<file path="src/rtl/simmem_wbeat_tracker.sv">
// simmem_wbeat_tracker: queues accepted write-address bursts and counts W
// beats against each burst's effective length, emitting one completion token
// {iid, err} per burst for the write-response bank.
module simmem_wbeat_tracker #(
  parameter int unsigned Depth       = 3,
  parameter int unsigned IidW        = 2,
  parameter int unsigned MaxLenField = 3,
  parameter int unsigned CntW        = 3,
  localparam int unsigned AxLenW     = 8,
  localparam int unsigned OccW       = $clog2(Depth + 1),
  localparam int unsigned PtrW       = (Depth > 1) ? $clog2(Depth) : 1
) (
  input  logic              clk_i,
  input  logic              rst_i,
  input  logic              waddr_valid_i,
  output logic              waddr_ready_o,
  input  logic [AxLenW-1:0] waddr_len_i,
  input  logic [IidW-1:0]   waddr_iid_i,
  input  logic              wdata_valid_i,
  output logic              wdata_ready_o,
  input  logic              wdata_last_i,
  output logic              done_valid_o,
  input  logic              done_ready_i,
  output logic [IidW-1:0]   done_iid_o,
  output logic              done_err_o,
  output logic [OccW-1:0]   occupancy_o
);

  localparam logic [OccW-1:0]   DepthOcc  = OccW'(Depth);
  localparam logic [PtrW-1:0]   LastPtr   = PtrW'(Depth - 1);
  localparam logic [AxLenW-1:0] MaxLenAx  = AxLenW'(MaxLenField);
  localparam logic [CntW-1:0]   MaxLenCnt = CntW'(MaxLenField);

  logic [CntW-1:0] r_qlen [Depth];
  logic            r_qerr [Depth];
  logic [IidW-1:0] r_qiid [Depth];

  logic [PtrW-1:0] r_wptr;
  logic [PtrW-1:0] r_rptr;
  logic [OccW-1:0] r_occ;
  logic [CntW-1:0] r_cnt;
  logic            r_done_valid;
  logic [IidW-1:0] r_done_iid;
  logic            r_done_err;

  logic            w_len_err;
  logic [CntW-1:0] w_len_clip;
  logic            w_push;
  logic            w_wacc;
  logic [CntW-1:0] w_eff;
  logic [CntW-1:0] w_cnt_inc;
  logic            w_hit;
  logic            w_final;
  logic            w_pop;
  logic            w_err;

  // Handshakes, length clipping and final-beat detection for the head burst
  always_comb begin
    w_len_err     = (waddr_len_i > MaxLenAx);
    w_len_clip    = w_len_err ? MaxLenCnt : CntW'(waddr_len_i);
    waddr_ready_o = !rst_i && (r_occ < DepthOcc);
    wdata_ready_o = !rst_i && (r_occ != '0) && (!r_done_valid || done_ready_i);
    w_push        = waddr_valid_i && waddr_ready_o;
    w_wacc        = wdata_valid_i && wdata_ready_o;
    w_eff         = r_qlen[r_rptr] + CntW'(1);
    w_cnt_inc     = r_cnt + CntW'(1);
    w_hit         = (w_cnt_inc == w_eff);
    w_final       = w_hit || wdata_last_i;
    w_pop         = w_wacc && w_final;
    w_err         = r_qerr[r_rptr] || (wdata_last_i != w_hit);
  end

  // Queue payload storage; contents are don't-care until pushed
  always_ff @(posedge clk_i) begin
    if (w_push) begin
      r_qlen[r_wptr] <= w_len_clip;
      r_qerr[r_wptr] <= w_len_err;
      r_qiid[r_wptr] <= waddr_iid_i;
    end
  end

  // Queue pointers (wrap at Depth-1, no power-of-2 assumption) and occupancy
  always_ff @(posedge clk_i) begin
    if (rst_i) begin
      r_wptr <= '0;
      r_rptr <= '0;
      r_occ  <= '0;
    end else begin
      if (w_push) r_wptr <= (r_wptr == LastPtr) ? '0 : r_wptr + PtrW'(1);
      if (w_pop)  r_rptr <= (r_rptr == LastPtr) ? '0 : r_rptr + PtrW'(1);
      case ({w_push, w_pop})
        2'b10:   r_occ <= r_occ + OccW'(1);
        2'b01:   r_occ <= r_occ - OccW'(1);
        default: r_occ <= r_occ;
      endcase
    end
  end

  // Beat counter for the burst at the head of the queue
  always_ff @(posedge clk_i) begin
    if (rst_i)       r_cnt <= '0;
    else if (w_wacc) r_cnt <= w_final ? '0 : w_cnt_inc;
  end

  // Completion token register; a reload in the take cycle gives bubble-free tokens
  always_ff @(posedge clk_i) begin
    if (rst_i) begin
      r_done_valid <= 1'b0;
      r_done_iid   <= '0;
      r_done_err   <= 1'b0;
    end else if (w_pop) begin
      r_done_valid <= 1'b1;
      r_done_iid   <= r_qiid[r_rptr];
      r_done_err   <= w_err;
    end else if (done_ready_i) begin
      r_done_valid <= 1'b0;
    end
  end

  assign done_valid_o = r_done_valid;
  assign done_iid_o   = r_done_iid;
  assign done_err_o   = r_done_err;
  assign occupancy_o  = r_occ;

`ifndef SYNTHESIS
  logic            r_chk_hold;
  logic [IidW-1:0] r_chk_iid;

  // Simulation checks: occupancy bound, no pop when empty, stalled token stable
  always_ff @(posedge clk_i) begin
    r_chk_hold <= !rst_i && r_done_valid && !done_ready_i;
    r_chk_iid  <= r_done_iid;
    assert (r_occ <= DepthOcc);
    assert (!(w_pop && (r_occ == '0)));
    if (r_chk_hold) assert (r_done_iid == r_chk_iid);
  end
`endif

endmodule
</file>
<file path="config.mk">
export PLATFORM = sky130hd
export DESIGN_NAME = simmem_wbeat_tracker
export DESIGN_NICKNAME = d
export VERILOG_FILES = /design/src/rtl/simmem_wbeat_tracker.sv
export SDC_FILE = /design/constraint.sdc
export NUM_CORES = 1
export LEC_CHECK = 0
export ABC_AREA = 1
export BUFFER_PORTS_ARGS = -buffer_cell sky130_fd_sc_hd__buf_2
export CORE_UTILIZATION = 50
export CTS_CLUSTER_SIZE = 14
export DETAILED_ROUTE_END_ITERATION = 12
export PLACE_DENSITY = 0.72
export SYNTH_ARGS = -nofsm -noshare
export SYNTH_HDL_FRONTEND = slang
export SYNTH_SLANG_ARGS = --single-unit
</file>
<file path="constraint.sdc">
create_clock -name clk_i -period 8.2 [get_ports clk_i]
set_clock_uncertainty 0.05 [all_clocks]
set_input_delay 1.23 -clock clk_i [delete_from_list [all_inputs] [get_ports clk_i]]
set_output_delay 1.23 -clock clk_i [all_outputs]
set_load 0.03 [all_outputs]
</file>
# After elaboration in Yosys (flattened, before gate mapping)
# Memory sizes are Yosys's and may differ from the RTL's. A register that Yosys moved wholly into a read port is not among the register bits.
# Cells that the tools add are included.
# W data, S select, Z words.
# word_totals
regBits	11
latch_bits	0
mem_bits_rw	18
romBits	0
in_bits	16
output_inout_bits	8
memories	3
# op_classes
addsub	6
n_mul	0
div_mod_pow	0
order_cmp	2
eq_ne	6
shift	0
muxes	13
bitwise	0
reduce_logical	14
# memory_table
name	words	word_bits	rd	rd_clocked_by_memory_dff	wr	line	source
r_qlen	3	3	1	1	1	34	logic [CntW-1:0] r_qlen [Depth];
r_qiid	3	2	1	1	1	36	logic [IidW-1:0] r_qiid [Depth];
r_qerr	3	1	1	1	1	35	logic r_qerr [Depth];
# ops
cell	n
$mux W2	6
$gt A8 B2 Y1 const B	1
$add A2 B1 Y2 const B	3
$add A3 B1 Y3 const B	2
$eq A2 B2 Y1 const B	3
$logic_and A1 B1 Y1	6
$mux W3	2
$reduce_bool A2 Y1	3
$mux W1	4
$pmux W2 S2	1
$eq A3 B3 Y1	1
$logic_or A1 B1 Y1	3
$eq A2 B1 Y1 const B	1
$logic_not A1 Y1	2
$lt A2 B2 Y1 const B	1
$sub A2 B1 Y2 const B	1
$ne A1 B1 Y1	1

# Logic depth before layout (Yosys ltp)
# Gate-level depths: netlist of the first run.
# depth
ltp_word	7
depth_mapped	22
ltp_nobuf	21

# Least setup slack after synthesis of the first run
# Ideal clock, no wire load.
# synth_timing
path_kind	input to output
start	in done_ready_i
end	out wdata_ready_o
arrival_time_ps	1877
slack_ps	5043
cell_stages	4
n_path_buf	0
cell_sequence	inv_1 -> nand2_1 -> nand2_1 -> nor2_1
# synth_between
elab_chain_len	2
# synth_rtl
item	line	source
from (decl)	23	input logic done_ready_i,
$logic_or A1 B1 Y1	62	wdata_ready_o = !rst_i && (r_occ != '0) && (!r_done_valid || done_ready_i);
$logic_and A1 B1 Y1	62	
to (decl)	20	output logic wdata_ready_o,
# No other way between the ends.

# Worst setup path in the final report of the first run
# layout_timing
start	in rst_i
end	out wdata_ready_o
# layout_between
elab_chain_len	3
# layout_rtl
item	line	source
from (decl)	14	input logic rst_i,
$logic_not A1 Y1	62	
$logic_and A1 B1 Y1 (2 in a row)	62	
# No other way between the ends.

==> results.md, run 1 <==
- Core Region: about 0.0028 mm2
- Leak Pwr: 0.7963 nW
- Iteration count of the initial detailed-routing pass: 4
- Number of remaining DRC errors: 0
- Kind of critical path: in2out
- Worst skew pair latency: 0.33 ns
- Most frequent cells in the layout: nand2_1 (41), inv_1 (24), buf_2 (23)
- Post-synthesis register bit count: 33
- Worst slew margin: ~41%
- Longest Clk Path Bufs: 2
- Simple-Gate Fraction of Synth Area: a little over a quarter
- Overall routing resource usage: a little under a fifth
- Clock buffer count from CTS: 5
- Final Wtd Congestion: between 0.7 and 0.8
- Row count: 19
- Root Buffer: clkbuf_4
- Clock Sinks: 33
- Area delta synth->final: 14.61%
- Post-layout instance area: around 0.0017 mm2
- Per-cell routed wire length: about 10 um
- Tcrit/Tclk final: 39.68%
- Worst hold path type: reg2reg
- Clock period minus worst slack: approximately 3.3 ns
- # IOs: 24
- Largest net degree at the start of global routing: 13
- Critical Path End Type: primary output
- Sum Neg Setup Slack: 0 ns
- Fin util: about 61%
- Compound-Gate Fraction of Synth Area: about 5.4%
- Reg2reg setup slack: between 5 and 6 ns
- Worst-Margin Slew: approximately 0.87 ns
- Crit start category: primary input
- WP data required: between 6 and 7 ns
- Final setup margin: around 4.9 ns
- Synth Area in XOR/XNOR: less than 1%
- Pre-CTS WS: 4.957 ns
- Post-synthesis area per instance: 8.714 um2
- Crit path arrival time: just under 2 ns
- Initial core utilization: between 50% and 60%
- Die area: around 0.0032 mm2
- Crit path capture: wdata_ready_o
- Die Wd: roughly 56 um
- Total wire length: between 2 and 2.5 mm
- Final net count: 220
- Vias in the first global route: 1055
- Adder-Cell Fraction of Synth Area: under 10%
- Vias per cell: between 4 and 5
- FMAX: ~310 MHz
- Largest family of logic cells by synthesized area: simple AND/OR/NAND/NOR gates
- Max-slew violations: 0
- Worst-path clk slew: roughly 0.090 ns
- Post-CTS Setup Repair Bufs: 0
- First-pass GRT wire length: 4.381 mm
- RSZ-0062 raised after global routing: no
- DP Cell Count: between 200 and 250
- GRT overflow: 0
- Syn. warnings: 0
- Register area: around 840 um2
- Synth Cell Area: roughly 0.0015 mm2
- WHS: approximately 0.42 ns
- Endpoints failing setup: 0
- Fin. Hold Viols: 0
- Post-synthesis sequential area ratio: 57.09%
- P per Cell Area: ~190 mW/mm2
- Non-Filler Instances: about 230
- Total power: roughly 0.32 mW
- Status: finished clean
- Worst setup path startpoint: rst_i
- FF-to-FF End: occupancy_o[1]$_SDFFE_PP0P_
- Placed Area: about 0.0016 mm2
- Post_cts resized: 0
- Worst vdd ir: about 0.16 mV
- Max-cap check violation count: 0
- HPWL after DPL: about 1.9 mm
- H-tree levels: 2
- ANT cells: 0
- Most common cell after layout, fill and taps aside: nand2_1
- Multi-input logic area: about 530 um2
- TritonCTS clock tree: done
- Mux contribution to synthesized area: 0%
- Die Y: ~56 um
- Hold buffer count at CTS: 0
- Worst-path fanout max: 9
- Post-route ant nets: 0
- Fill cell count: roughly 240
- Share of post-route cells with drive strength above 1: between 10% and 20%
- Synthesized instance count: ~170
- PortBufs: 23
- Cells on worst reg2reg path: 17
- Via count: 1141
- Initial antenna violation count: 0
- Drt initial violations: 64
- Yosys cell types: 21
==> cell type report <==
class	instances	area share (%)
Clock buffer	6	3.039
Sequential cell	33	49.81
Tap cell	31	2.298
Clock inverter	2	0.8154
Multi-Input combinational cell	112	31.65
Timing Repair Buffer	23	6.820
Inverter	25	5.560
==> report_power, final <==
part / leakage, nW / switching (mW) / internal [mW]
combinational: 0.468 / 0.0234 / 0.0141
sequential: 0.290 / 0.00355 / 0.179
clock: 0.0382 / 0.0532 / 0.0418
total: 0.796 / 0.0802 / 0.235
==> sequential cells by signal, summed over array words and instances (netlist names), named ones only <==
| register | flops |
|---|---|
| r_qiid | 6 |
| r_qerr | 3 |
| done_valid_o | 1 |
| occupancy_o | 2 |
| done_err_o | 1 |
| r_wptr | 2 |
| r_cnt | 3 |
| done_iid_o | 2 |
| r_qlen | 9 |
| r_rptr | 2 |
==> worst max-delay path, cell delays in order <==
cell and delay [ns]:
buf_2 0.15, inv_2 0.13, nand2_1 0.07, nor2_1 0.17
buf_2 0.23
==> per-layer routing <==
layer	wire (um)	up-vias	GRT usage, %
li1	-	602	-
met1	1106	510	22.77
met2	1179	24	29.42
met3	94	5	4.147
met4	45	0	10.10
met5	0	-	0
==> cell usage after synthesis <==
| library cell | n | area [um2] |
|---|---|---|
| o21ai_0 | 6 | 30.03 |
| nand4_2 | 1 | 12.51 |
| nand2_2 | 1 | 6.260 |
| a21oi_1 | 10 | 50.05 |
| edfxtp_1 | 18 | 540.5 |
| nand2_1 | 41 | 153.9 |
| nor2_1 | 22 | 82.58 |
| inv_1 | 24 | 90.09 |
| or2_2 | 4 | 25.02 |
| buf_6 | 1 | 11.26 |
| nand3b_1 | 1 | 7.510 |
| nor2_2 | 2 | 12.51 |
| and2_1 | 1 | 6.260 |
| ha_1 | 4 | 50.05 |
| nand3_1 | 12 | 60.06 |
| inv_2 | 1 | 3.750 |
| conb_1 | 1 | 3.750 |
| nand4_1 | 2 | 12.51 |
| dfxtp_1 | 15 | 300.3 |
| nor3_1 | 1 | 5.000 |
| xnor2_1 | 1 | 8.760 |
==> logic make-up (layout without fill, tap and decap cells) <==
kind of cell,count (synthesis),after routing
simple gates,88,88
other cells,1,3
xor+xnor,1,1
flops,33,33
compound gates,16,16
fa+ha+maj,4,4
buf+inv,26,56
==> worst min-delay path by stage <==
stage | startpoint | to | slack (ns) | depth (start not counted)
floorplan | r_wptr[1]$_SDFFE_PP0P_ | r_wptr[1]$_SDFFE_PP0P_ | 0.39 | 2
detailed placement | r_wptr[1]$_SDFFE_PP0P_ | r_wptr[1]$_SDFFE_PP0P_ | 0.41 | 2
global route | r_wptr[1]$_SDFFE_PP0P_ | r_wptr[1]$_SDFFE_PP0P_ | 0.49 | 2
global placement | r_wptr[1]$_SDFFE_PP0P_ | r_wptr[1]$_SDFFE_PP0P_ | 0.41 | 2
CTS | r_wptr[1]$_SDFFE_PP0P_ | r_wptr[1]$_SDFFE_PP0P_ | 0.42 | 2
finish | r_wptr[1]$_SDFFE_PP0P_ | r_wptr[1]$_SDFFE_PP0P_ | 0.42 | 2
(Power assumes the default switching activity.)
==> inputs of run 2 (changes only) <==
clock period = 3.1 ns   (was 8.2 ns; I/O delays follow)
==> run 2 against run 1 <==
Effect of this change:
- power increased to 2.8 times the previous value
- hold slack lost 0.13 ns
- cell count up 0.86%
- utilization up 0.90 points
- cell area is 1.5% higher
- non-clock buffer count up 2
- wire length is 2.2% higher
- via count increased by 0.44%
- sequential power rose to 2.6 times the previous value
- sequential share of layout area decreased by 0.73 points
- register-to-register slack worse by 4.9 ns
- global-route usage down 0.51 points
- critical endpoint is now occupancy_o[1]$_SDFFE_PP0P_
==> results.md, run 2 (synthesis gave the netlist of run 1 again) <==
- Final Wtd Congestion: roughly 0.82
- Total power: approximately 0.89 mW
- Core Region: roughly 0.0028 mm2
- Largest registers: r_qlen x9, r_qiid x6
- Die Wd: about 56 um
- Gate power share: around 11%
- RSZ-0062 raised after global routing: no
- TritonCTS clock tree: done
- Post-CTS Setup Repair Bufs: 0
- WHS: approximately 0.29 ns
- Die Y: ~56 um
- Sum Neg Setup Slack: 0 ns
- Switching Fraction: about a quarter
- Max-slew violations: 0
- HPWL after DPL: 1.930 mm
- First-pass GRT wire length: roughly 4.3 mm
- Overall routing resource usage: between 10% and 20%
- Endpoints failing setup: 0
- # IOs: 24
- H-tree levels: 2
- ANT cells: 0
- Die area: approximately 0.0032 mm2
- P per Cell Area: approximately 520 mW/mm2
- Iteration count of the initial detailed-routing pass: 4
- Switching Power: 0.2068 mW
- GRT overflow: 0
- Critical Path End Type: register
- Per-cell routed wire length: 10.59 um
- Final net count: ~220
- FMAX: between 300 and 400 MHz
- Clock buffer count from CTS: 5
- Initial core utilization: between 50 and 60%
- Number of remaining DRC errors: 0
- Via count: roughly 1100
- Max-cap check violation count: 0
- Worst vdd ir: between 0.4 and 0.5 mV
- Share of post-route cells with drive strength above 1: between 10% and 20%
- Most common cell after layout, fill and taps aside: nand2_1
- Clock Sinks: 33
- Non-Filler Instances: 234
- Fin. Hold Viols: 0
- Post-route ant nets: 0
- PortBufs: 23
- Worst skew pair latency: 0.33 ns
- Hold Crit Start: waddr_iid_i[0]
- Vias in the first global route: approximately 1100
- Initial antenna violation count: 0
- Clock period minus worst slack: between 2 and 3 ns
- Root Buffer: clkbuf_4
- Total wire length: approximately 2.5 mm
- Crit path arrival time: 2.91 ns
- Crit start category: register
- Longest Clk Path Bufs: 2
- WP data required: around 3.3 ns
- Clock power frac: 34.2%
- Kind of critical path: reg2reg
- Int Power: between 0.6 and 0.7 mW
- Status: finished clean
- Worst-path fanout max: 6
- Tcrit/Tclk final: between 80% and 90%
- Vias per cell: 4.897
- DP Cell Count: about 230
- Flop pwr share: between 50% and 60%
- Area delta synth->final: 16.31%
- Largest net degree at the start of global routing: 12
- Biggest register: r_qlen
- Worst-path clk slew: between 0.1 and 0.15 ns
- Row count: 19
- Post_cts resized: 0
- Max reg flops: 9
- Hold buffer count at CTS: 0
- Worst hold path type: in2reg
- Most frequent cells in the layout: nand2_1 (41), inv_1 (24), buf_2 (23)
- Drt initial violations: 38
- Leak Pwr: roughly 0.81 nW
[run 2: power groups by stage]
stage	sequential (mW)	clock [mW]	combinational, mW
after global routing	0.486	0.330	0.115
after global placement	0.493	0	0.0970
after CTS	0.484	0.313	0.101
final	0.483	0.303	0.0999
after detailed placement	0.494	0	0.100
after floorplan	0.499	0	0.0639
[run 2: cell type report]
cell class / count / area, um2
flip-flops and latches: 33 / 840.8
clock inverters: 2 / 33.78
well taps: 31 / 38.79
inverters: 25 / 93.84
repair buffers: 25 / 130.1
multi-input cells: 112 / 534.3
fillers: 245 / 1069
clock buffers: 6 / 41.29
[run 2: layer usage]
metal	share of wire (%)	up-vias	wire, um	track usage [%]
li1	-	614	-	-
met1	46	504	1135	22.12
met2	49	25	1215	29.08
met3	4.2	3	104	4.608
met4	0.97	0	24	8.014
met5	0	-	0	0
[run 2: metrics by stage]
stage / area, um2 / worst slack (ns) / util [%]
floorplan: 1480 / 0.4103 / -
global placement: 1638 / 0.4926 / 58.88
detailed placement: 1638 / 0.3723 / 58.88
CTS: 1713 / 0.3570 / 61.58
global route: 1713 / 0.04867 / 61.58
finish: 1713 / 0.3673 / 61.58
[run 2: critical path: stages (launching register included)]
cell,delay (ns)
dfxtp_1,0.36
inv_1,0.11
or2_2,0.31
and2_1,0.17
ha_1,0.30
xnor2_1,0.14
nand2_1,0.06
nor2_1,0.08
nand2_1,0.06
ha_1,0.17
inv_1,0.07
nand4_2,0.10
inv_1,0.07
ha_1,0.22
inv_1,0.09
nand2_1,0.07
o21ai_0,0.16
a21oi_1,0.05
[run 2: path summary, 6_finish.rpt]
check,end,slack [ns],cells past startpoint
max,occupancy_o[1]$_SDFFE_PP0P_,0.37,17
max reg2reg,occupancy_o[1]$_SDFFE_PP0P_,0.37,17
min,r_qiid[0][0]$_DFFE_PP_,0.29,1
min reg2reg,r_wptr[1]$_SDFFE_PP0P_,0.44,2
==> inputs of run 3 (changes only) <==
--- a/constraint.sdc
+++ b/constraint.sdc
@@ -4,2 +4,2 @@
 set_output_delay 0.465 -clock clk_i [all_outputs]
-set_load 0.03 [all_outputs]
+set_load 0.1 [all_outputs]
==> run 3 against run 2 <==
Effect of this change:
- flip-flop and latch count did not move
- cell area rose by 0.37%
- wire length rose by 4.3%
- cell count fell by 0.43%
- clock-buffer cell count rose by 1
- die area did not move
- critical path type unchanged
==> results.md, run 3 (synthesis gave the netlist of run 1 again) <==
- Status: finished clean
- Post-layout instance area: around 0.0017 mm2
- Crit-path cells: inv_1, or2_2, and2_1, ha_1, xnor2_1, nand2_1, nor2_1, nand2_1, ha_1, inv_1, nand4_2, inv_1, ha_1, nor2_1, nor2_1, nand2_1, o21ai_0, a21oi_1
- Vias in the first global route: between 1000 and 1500
- Core Region: around 0.0028 mm2
- Row count: 19
- Max-cap check violation count: 0
- Vias per cell: approximately 4.9
- Flop pwr share: about 51%
- Via count: around 1100
- Critical Path End Type: register
- WHS Path Cells: 1
- WP buf/inv: 3
- PortBufs: 23
- Max-slew violations: 0
- Sum Neg Setup Slack: 0 ns
- Die Wd: about 56 um
- Overall routing resource usage: 19.04%
- Drt initial violations: 43
- Gate power share: between 10% and 20%
- Total wire length: 2.585 mm
- Per-cell routed wire length: roughly 11 um
- Iteration count of the initial detailed-routing pass: 4
- Clock Sinks: 33
- Crit start category: register
- Worst slew margin: 42.25%
- Delay-heaviest family, CP: simple AND/OR/NAND/NOR gates
- Hold Crit Start: waddr_iid_i[1]
- Post_cts resized: 0
- ANT cells: 0
- First-pass GRT wire length: 4.554 mm
- HPWL after DPL: between 1.5 and 2 mm
- Fill cell count: between 200 and 250
- Kind of critical path: reg2reg
- CP max stage cell: dfxtp_1
- Switching Fraction: between 20% and 30%
- WP data required: approximately 3.3 ns
- Non-Filler Instances: approximately 230
- Fin util: approximately three fifths
- Max reg flops: 9
- FF-to-FF End: occupancy_o[1]$_SDFFE_PP0P_
- Initial antenna violation count: 0
- Min-Delay Endpoint: r_qiid[0][1]$_DFFE_PP_
- Switching Power: 0.2403 mW
- Worst vdd ir: around 0.51 mV
- Largest net degree at the start of global routing: 12
- P per Cell Area: between 500 and 600 mW/mm2
- Tcrit/Tclk final: 87.05%
- H-tree levels: 2
- Biggest register: r_qlen
- Longest Clk Path Bufs: 2
- DP Cell Count: 225
- Int Power: 0.7044 mW
- Worst-Margin Slew: 0.8596 ns
- WHS: about 0.29 ns
- Hold buffer count at CTS: 0
- Worst-path fanout max: 6
- Final Wtd Congestion: between 0.8 and 0.9
- Worst skew pair latency: ~0.33 ns
- Crit path arrival time: approximately 2.9 ns
- Area delta synth->final: 16.74%
- Share of post-route cells with drive strength above 1: between 20% and 30%
- CP max stage delay: ~0.36 ns
- RSZ-0062 raised after global routing: no
- Clock period minus worst slack: 2.699 ns
- FMAX: between 300 and 400 MHz
- Final net count: around 220
- Root Buffer: clkbuf_4
- Most frequent cells in the layout: nand2_1 (41), inv_1 (24), buf_2 (23)
- Post-route ant nets: 0
- # IOs: 24
- Largest registers: r_qlen x9, r_qiid x6
- Clock power frac: a little over a third
- Placed Area: about 0.0016 mm2
- Clock buffer count from CTS: 5
- Number of remaining DRC errors: 0
- Leak Pwr: 0.8079 nW
- Die area: 0.003166 mm2
- Worst hold path type: in2reg
- Reg2reg setup slack: around 0.40 ns
- Post-CTS Setup Repair Bufs: 0
- Endpoints failing setup: 0
- Worst-path clk slew: about 0.1 ns
- Cells on worst reg2reg path: 18
- Fin. Hold Viols: 0
- TritonCTS clock tree: done
- Initial core utilization: a little over half
- Most common cell after layout, fill and taps aside: nand2_1
- Die Y: 56.27 um
- GRT overflow: 0
## run 3: cell count changes in the layout (fill, tap and decap cells not counted)
cell      before  now
clkinv_1       1    0
clkbuf_8       0    1
a21oi_1       10    9
a21oi_2        0    1
buf_4          2    1
## run 3: worst max-delay path by stage
| stage | from | end | slack (ns) | depth (start not counted) |
|---|---|---|---|---|
| after global placement | register | occupancy_o[1]$_SDFFE_PP0P_ | 0.50 | 18 |
| after floorplan | occupancy_o[0]$_SDFFE_PP0P_ | wdata_ready_o | 0.08 | 2 |
| after global routing | register | occupancy_o[1]$_SDFFE_PP0P_ | 0.06 | 18 |
| after detailed placement | register | occupancy_o[1]$_SDFFE_PP0P_ | 0.40 | 18 |
| final | register | occupancy_o[1]$_SDFFE_PP0P_ | 0.40 | 18 |
| after CTS | register | occupancy_o[1]$_SDFFE_PP0P_ | 0.38 | 18 |
## run 3: power groups by stage
stage               clock network (mW)  logic (mW)  registers [mW]
floorplan                            0      0.0742           0.519
global placement                     0       0.127           0.493
detailed placement                   0       0.131           0.494
CTS                              0.341       0.131           0.484
global route                     0.356       0.146           0.486
finish                           0.330       0.131           0.484
## run 3: cell type report
class / count / area, um2 / share of cell area [%]
Sequential cell: 33 / 840.8 / 48.91
Multi-Input combinational cell: 112 / 538.0 / 31.30
Timing Repair Buffer: 24 / 122.6 / 7.132
Inverter: 25 / 93.84 / 5.459
Clock buffer: 7 / 55.05 / 3.202
Tap cell: 31 / 38.79 / 2.256
Clock inverter: 1 / 30.03 / 1.747
## run 3: through the flow
stage	setup slack, ns	total power [mW]
3_5_place_dp	0.4046	0.6249
6_report	0.4015	0.9447
4_1_cts	0.3810	0.9562
3_3_place_gp	0.4955	0.6199
5_1_grt	0.06288	0.9886
2_1_floorplan	0.08202	0.5936
## run 3: routing by layer
metal,GRT usage [%],share of wire [%],vias to the layer above
met5,0,0,-
met1,22.39,46,508
li1,-,-,602
met3,4.378,3.6,4
met2,32.14,49,27
met4,10.45,0.93,0
